## src/rtl/video_source_switch.sv

```systemverilog
// Video source switch: free-running 640x480 fallback timing, core lock/select.
// Optional core-vsync watchdog enabled by VIDEO_SOURCE_SWITCH_TIMEOUT_EN.
module video_source_switch #(
   parameter logic [23:0] FB_COLOR   = 24'hFFFFFF,
   parameter int unsigned LOCK_EDGES = 3,
   parameter int unsigned TIMEOUT_W  = 20
) (
   input  logic       clk,
   input  logic       rst_n,
   input  logic [7:0] core_r,
   input  logic [7:0] core_g,
   input  logic [7:0] core_b,
   input  logic       core_hs,
   input  logic       core_vs,
   input  logic       core_de,
   output logic [7:0] vga_r,
   output logic [7:0] vga_g,
   output logic [7:0] vga_b,
   output logic       vga_hs,
   output logic       vga_vs,
   output logic       vga_de,
   output logic       core_active,
   output logic       core_lost
);

   typedef enum logic {SEEK = 1'b0, CORE = 1'b1} state_e;

   localparam logic [2:0] LOCK = 3'(LOCK_EDGES);

   state_e     state_q, state_d;
   logic [9:0] hcnt_q, hcnt_d;
   logic [9:0] vcnt_q, vcnt_d;
   logic [2:0] edges_q, edges_d;
   logic [2:0] edges_inc;
   logic       vs_prev_q;
   logic       vs_edge;
   logic       timeout;
   logic       lost_d;

   logic        fb_hs, fb_vs, fb_de;
   logic [23:0] fb_col;
   logic [23:0] rgb_d;
   logic        hs_d, vs_d, de_d;

   assign vs_edge   = core_vs & ~vs_prev_q;
   assign edges_inc = edges_q + 3'd1;

   always_comb begin
      hcnt_d = hcnt_q + 10'd1;
      vcnt_d = vcnt_q;
      if (hcnt_q == 10'd799) begin
         hcnt_d = '0;
         vcnt_d = (vcnt_q == 10'd524) ? '0 : vcnt_q + 10'd1;
      end
   end

   assign fb_hs  = (hcnt_q >= 10'd656) && (hcnt_q <= 10'd751);
   assign fb_vs  = (vcnt_q >= 10'd490) && (vcnt_q <= 10'd491);
   assign fb_de  = (hcnt_q < 10'd640) && (vcnt_q < 10'd480);
   assign fb_col = fb_de ? FB_COLOR : 24'h000000;

`ifdef VIDEO_SOURCE_SWITCH_TIMEOUT_EN
   logic [TIMEOUT_W-1:0] wd_q, wd_d;

   assign timeout = &wd_q;

   always_comb begin
      wd_d = wd_q + 1'b1;
      if (vs_edge)
         wd_d = '0;
      else if (timeout)
         wd_d = wd_q;
   end

   always_ff @(posedge clk or negedge rst_n) begin
      if (!rst_n) wd_q <= '0;
      else        wd_q <= wd_d;
   end
`else
   // No watchdog: never times out for any legal width.
   assign timeout = (TIMEOUT_W == 0);
`endif

   always_comb begin
      state_d = state_q;
      edges_d = edges_q;
      lost_d  = 1'b0;
      unique case (state_q)
         SEEK: begin
            if (vs_edge) begin
               edges_d = edges_inc;
               if (edges_inc == LOCK) state_d = CORE;
            end else if (timeout) begin
               edges_d = '0;
            end
         end
         CORE: begin
            if (!vs_edge && timeout) begin
               state_d = SEEK;
               edges_d = '0;
               lost_d  = 1'b1;
            end
         end
      endcase
   end

   // Output mux follows the next state so a switch lands on the locking edge.
   always_comb begin
      rgb_d = fb_col;
      hs_d  = fb_hs;
      vs_d  = fb_vs;
      de_d  = fb_de;
      if (state_d == CORE) begin
         rgb_d = {core_r, core_g, core_b};
         hs_d  = core_hs;
         vs_d  = core_vs;
         de_d  = core_de;
      end
   end

   always_ff @(posedge clk or negedge rst_n) begin
      if (!rst_n) begin
         state_q     <= SEEK;
         hcnt_q      <= '0;
         vcnt_q      <= '0;
         edges_q     <= '0;
         vs_prev_q   <= 1'b0;
         vga_r       <= '0;
         vga_g       <= '0;
         vga_b       <= '0;
         vga_hs      <= 1'b0;
         vga_vs      <= 1'b0;
         vga_de      <= 1'b0;
         core_active <= 1'b0;
         core_lost   <= 1'b0;
      end else begin
         state_q     <= state_d;
         hcnt_q      <= hcnt_d;
         vcnt_q      <= vcnt_d;
         edges_q     <= edges_d;
         vs_prev_q   <= core_vs;
         vga_r       <= rgb_d[23:16];
         vga_g       <= rgb_d[15:8];
         vga_b       <= rgb_d[7:0];
         vga_hs      <= hs_d;
         vga_vs      <= vs_d;
         vga_de      <= de_d;
         core_active <= (state_d == CORE);
         core_lost   <= lost_d;
      end
   end

endmodule

```

## config.mk

```make
export PLATFORM = sky130hd
export DESIGN_NAME = video_source_switch
export DESIGN_NICKNAME = d
export VERILOG_FILES = /design/src/rtl/video_source_switch.sv
export SDC_FILE = /design/constraint.sdc
export NUM_CORES = 1
export LEC_CHECK = 0
export CORE_ASPECT_RATIO = 1.5
export CORE_MARGIN = 2
export CORE_UTILIZATION = 43
export DETAILED_ROUTE_END_ITERATION = 6
export PLACE_DENSITY = 0.82
export SYNTH_ARGS = -nofsm -noshare
export SYNTH_HDL_FRONTEND = slang
export SYNTH_SLANG_ARGS = --single-unit
```

## constraint.sdc

```tcl
create_clock -name clk -period 1.9 [get_ports clk]
set_clock_uncertainty 0.1 [all_clocks]
set_input_delay 0.19 -clock clk [delete_from_list [all_inputs] [get_ports clk]]
set_output_delay 0.19 -clock clk [all_outputs]
set_load 0.02 [all_outputs]
```

Word-level counts from Yosys, hierarchy flattened
Index checks and enable logic that the tools add are counted.
{"block": "word_totals", "register_bits": 52, "inputBits": 29, "output_inout_bits": 29, "word_cells": 43}
{"block": "classes", "addsub": 3, "n_lt_le_gt_ge": 6, "n_eq_ne": 4, "mux": 12, "bitwise": 3, "reduce_logical": 4}
{"cell": "$mux W24", "count": 2}
{"cell": "$add A10 B1 Y10 const B", "count": 2}
{"cell": "$eq A10 B10 Y1 const B", "count": 2}
{"cell": "$mux W10", "count": 2}
{"cell": "$ge A10 B10 Y1 const B", "count": 1}
{"cell": "$ge A10 B9 Y1 const B", "count": 1}
{"cell": "$le A10 B10 Y1 const B", "count": 1}
{"cell": "$le A10 B9 Y1 const B", "count": 1}
{"cell": "$lt A10 B10 Y1 const B", "count": 1}
{"cell": "$lt A10 B9 Y1 const B", "count": 1}
{"cell": "$mux W3", "count": 2}
{"cell": "$mux W1", "count": 5}
{"cell": "$add A3 B1 Y3 const B", "count": 1}
{"cell": "$eq A3 B2 Y1 const B", "count": 1}
{"cell": "$logic_and A1 B1 Y1", "count": 3}
{"cell": "$ne A2 B2 Y1 const B", "count": 1}
{"cell": "$not A1 Y1", "count": 2}
{"cell": "$pmux W1 S2", "count": 1}
{"cell": "$reduce_and A2 Y1", "count": 1}
{"cell": "$and A1 B1 Y1", "count": 1}

Depth between registers and ports, before layout
{"block": "depth", "word_depth": 6, "depth_mapped": 6, "ltp_nobuf": 6}

Worst setup path after synthesis
No wires, ideal clock.
{"block": "synth_timing", "kind": "register -> register", "start": "register hcnt_q[7]", "end": "register vcnt_q[9]", "setup_ps": 148, "arrival_ps": 1783, "required_time_ps": 1652, "path_slack_ps": -131, "path_stages_with_launch": 5, "path_buffers": 0, "synth_period_minus_slack_ps": 2031, "cell_sequence": "dfrtp_1 -> or4b_4 -> or4_4 -> o21ai_0 -> a221oi_2"}
{"block": "synth_via", "elab_chain_len": 1}
{"element": "from (decl)", "line": "31", "rtl": "logic [9:0] hcnt_q, hcnt_d;"}
{"element": "from (signal assigned)", "line": "138", "rtl": "hcnt_q <= hcnt_d;"}
{"element": "$eq A10 B10 Y1", "line": "51", "rtl": "if (hcnt_q == 10'd799) begin"}
{"element": "to (signal assigned)", "line": "139", "rtl": "vcnt_q <= vcnt_d;"}
{"element": "to (decl)", "line": "32", "rtl": "logic [9:0] vcnt_q, vcnt_d;"}
Every way passes these cells.
A chain may end at the register's enable or synchronous reset.

Final worst setup path
Same ends and word-level chain as after synthesis.

==> qor.csv <==
stage;metric;value;unit
pwr;p_switching;1.343;mW
yosys;yosys_warnings;0;
finish;final_common_cell;nand2_1;
sta;setup_violations;1;
pwr;power;3.785;mW
die;core_area;5045;um2
finish;fin_nets;317;
global_route;grt_max_degree;53;
yosys;netlist_area;2211;um2
die;start_util;0.4382;
sta;max_freq;519.9;MHz
die;rows;32;
global_route;gr-total-overflow;0;
pwr;internal_power;2.443;mW
yosys;synthTopCellsByArea;dfrtp_1 (59%), nand2_1 (10%), ha_1 (4.0%), xnor2_1 (3.6%), nand4_1 (2.3%);
finish;diodes;0;
finish;stdcell_count;350;
sta;finalCriticalPeriod;1.923;ns
sta;post-route-period-util;1.012;
routing;avgRoutedWirePerCell;14.01;um
sta;drv_slew;0;
sta;finalHoldViolCount;0;
yosys;avgSynthCellArea;10.68;um2
yosys;yosysSeqAreaShare;0.5886;
yosys;synth_seq_cells;52;
job;cap_violations;0;
placement;placed_cell_area;2965;um2
routing;viasPerCell;4.900;
cts;ctsLongestPathBuffers;2;
outcome;status;finished with violations;
pwr;p_sw_frac;0.3547;
cts;htree_levels;2;
pwr;ir_drop;0.4946;mV
yosys;synth_top_area_cell;dfrtp_1;
routing;vias;1715;
placement;io_buffers;56;
cts;worst_skew_pair.late_latency;0.31;ns
pwr;p_leak;1.468;nW
sta;rsz0062_at_grt;true;
yosys;syn_nets;243;
global_route;antenna_found_initial;0;
routing;drc_errors;0;
cts;clk_pin_slew;0.09;ns
setup_path;worstPathArrival;2.04;ns
setup_path;worstSetupStartpointType;register;
setup_path;critPathKind;reg2reg;
pwr;p_clk_frac;0.167;
min_path;hold_class;in2reg;
die;die_area;5743;um2
cts;clock_sinks;52;
finish;area_growth;38.82;%
cts;postCtsSetupBuffers;0;
die;die_h;91.82;um
cts;cts_root_buf;clkbuf_8;
routing;wl;4904;um
pwr;combPwrFrac;0.426;
finish;drive_gt1_frac;0.1277;
yosys;synthCells;207;
global_route;grt_pass1_vias;1725;
placement;dp.cells;341;
sta;whs;0.2914;ns
sta;setup_ws;-0.02335;ns
sta;setup_tns;-0.02335;ns
die;die_x;62.55;um
setup_path;critPathMaxFanout;4;
routing;drtIter0Drc;72;
placement;place.gp.congestion;0.7958;
cts;cts_tree;built;
die;boundaryPins;58;
setup_path;cp.required;2.01;ns
outcome;violations;setup timing;
placement;dpl.hpwl;3587;um
finish;layout_common_cells;nand2_1 (59), clkdlybuf4s50_1 (55), dfrtp_1 (52);
finish;stdcell_area;3069;um2
pwr;powerDensity;1233;nW/um2
routing;ant_nets;0;
routing;first_pass_iters;5;
global_route;track_usage;0.1752;
yosys;netlist.area_leader.share;0.5886;
cts;cts_buffers;5;
global_route;grt_pass1_wl;7831;um
setup_path;crit_path_end_kind;register;
sta;max_slew_margin;0.5804;
sta;worst_slew_pin_slew;0.6294;ns
pwr;p_seq_frac;0.407;
yosys;synth_cell_types;36;
## cell type report
type / instances / area (um2)
clock buffer: 6 / 72.57
clock inverter: 2 / 16.27
fill: 410 / 1976
inverter: 9 / 33.78
multi-input combinational: 140 / 862.1
sequential: 52 / 1301
tap: 68 / 85.08
timing repair buffer: 73 / 698.2
## synthesized netlist by cell type
cell,instances
nor4_2,1
ha_1,7
nor2_1,8
a221oi_2,1
or4b_4,1
and3_1,4
nand2_1,59
mux2i_1,2
and2_1,1
xor2_1,4
nor2b_1,1
o41ai_1,1
or4_4,1
a21oi_1,1
nand3_1,5
nor3b_1,1
o21ai_0,6
a22o_1,2
mux2_2,2
o31ai_1,2
or3_2,2
nand4b_1,2
buf_4,1
nor2_2,1
o21a_1,2
nor4b_1,1
clkbuf_1,5
inv_1,9
conb_1,1
nor3_4,1
dfrtp_1,52
nand4_1,8
a31oi_1,1
a41o_1,1
xnor2_1,9
or3_1,1
## worst max-delay path, stage by stage, from the launching register on
cell,delay [ns]
dfrtp_1,0.39
or4b_4,0.58
or4_4,0.48
a221oi_2,0.29
## per-layer routing
layer	vias to the layer above	GRT usage	routed length (um)
met5	-	0	0
met4	0	0.06111	72
met3	6	0.03313	169
met2	52	0.3360	2661
met1	827	0.1884	2001
li1	830	-	-
## power groups by stage
stage / Sequential [mW] / Clock, mW / Combinational, mW
after global placement: 1.54 / 0 / 1.57
after floorplan: 1.93 / 0 / 0.398
after detailed placement: 1.57 / 0 / 1.62
final: 1.54 / 0.633 / 1.61
after CTS: 1.54 / 0.646 / 1.63
after global routing: 1.57 / 0.681 / 1.72
## kinds of logic (layout without fill, tap and decap cells)
kind of cell	Yosys count	after routing	synth area share
buffers and inverters	15	90	0.02717
muxes	4	4	0.01924
adders and majority gates	7	7	0.03961
DFF	52	52	0.5886
xor gates and xnor gates	13	13	0.05150
and+or+nand+nor	98	98	0.2168
AOI/OAI and AO/OA	17	17	0.05546
other	1	1	0.001696
## sequential cells by signal, indices dropped and copies added, names as in the netlist
| register | flops |
|---|---|
| edges_q | 3 |
| vga_hs | 1 |
| vga_b | 8 |
| state_q | 1 |
| vga_de | 1 |
| vga_vs | 1 |
| vga_g | 8 |
| hcnt_q | 10 |
| vcnt_q | 10 |
| vga_r | 8 |
| vs_prev_q | 1 |
## repair_timing
action | 4_1_cts | 5_1_grt
resized for setup | 0 | 1
endpoints found under the setup margin | 1 | 6
hold buffers | 1 | 0
endpoints found under the hold margin | 52 | 0
gates cloned | 0 | 0
pin swaps | 0 | 0
## final timing paths
kind                                 start    endpoint  slack (ns)  cells after the start
max in group asynchronous            rst_n   hcnt_q[7]        0.85                      3
min in group asynchronous            rst_n    vga_r[2]        0.42                      3
worst min-delay path               core_vs   vs_prev_q        0.29                      1
worst max-delay path             hcnt_q[7]   vcnt_q[9]       -0.02                      3
worst max register to register   hcnt_q[7]   vcnt_q[9]       -0.02                      3
worst min register to register  edges_q[2]  edges_q[2]        0.40                      1
## metrics by stage
stage               utilization  setup WS (ns)
finish                   0.6084       -0.02335
global route             0.6084       -0.06163
CTS                      0.6074       -0.02523
detailed placement       0.5878      -0.005073
global placement         0.5878        0.03689
floorplan                     -       0.002963
Power figures use the tool's default switching activity.
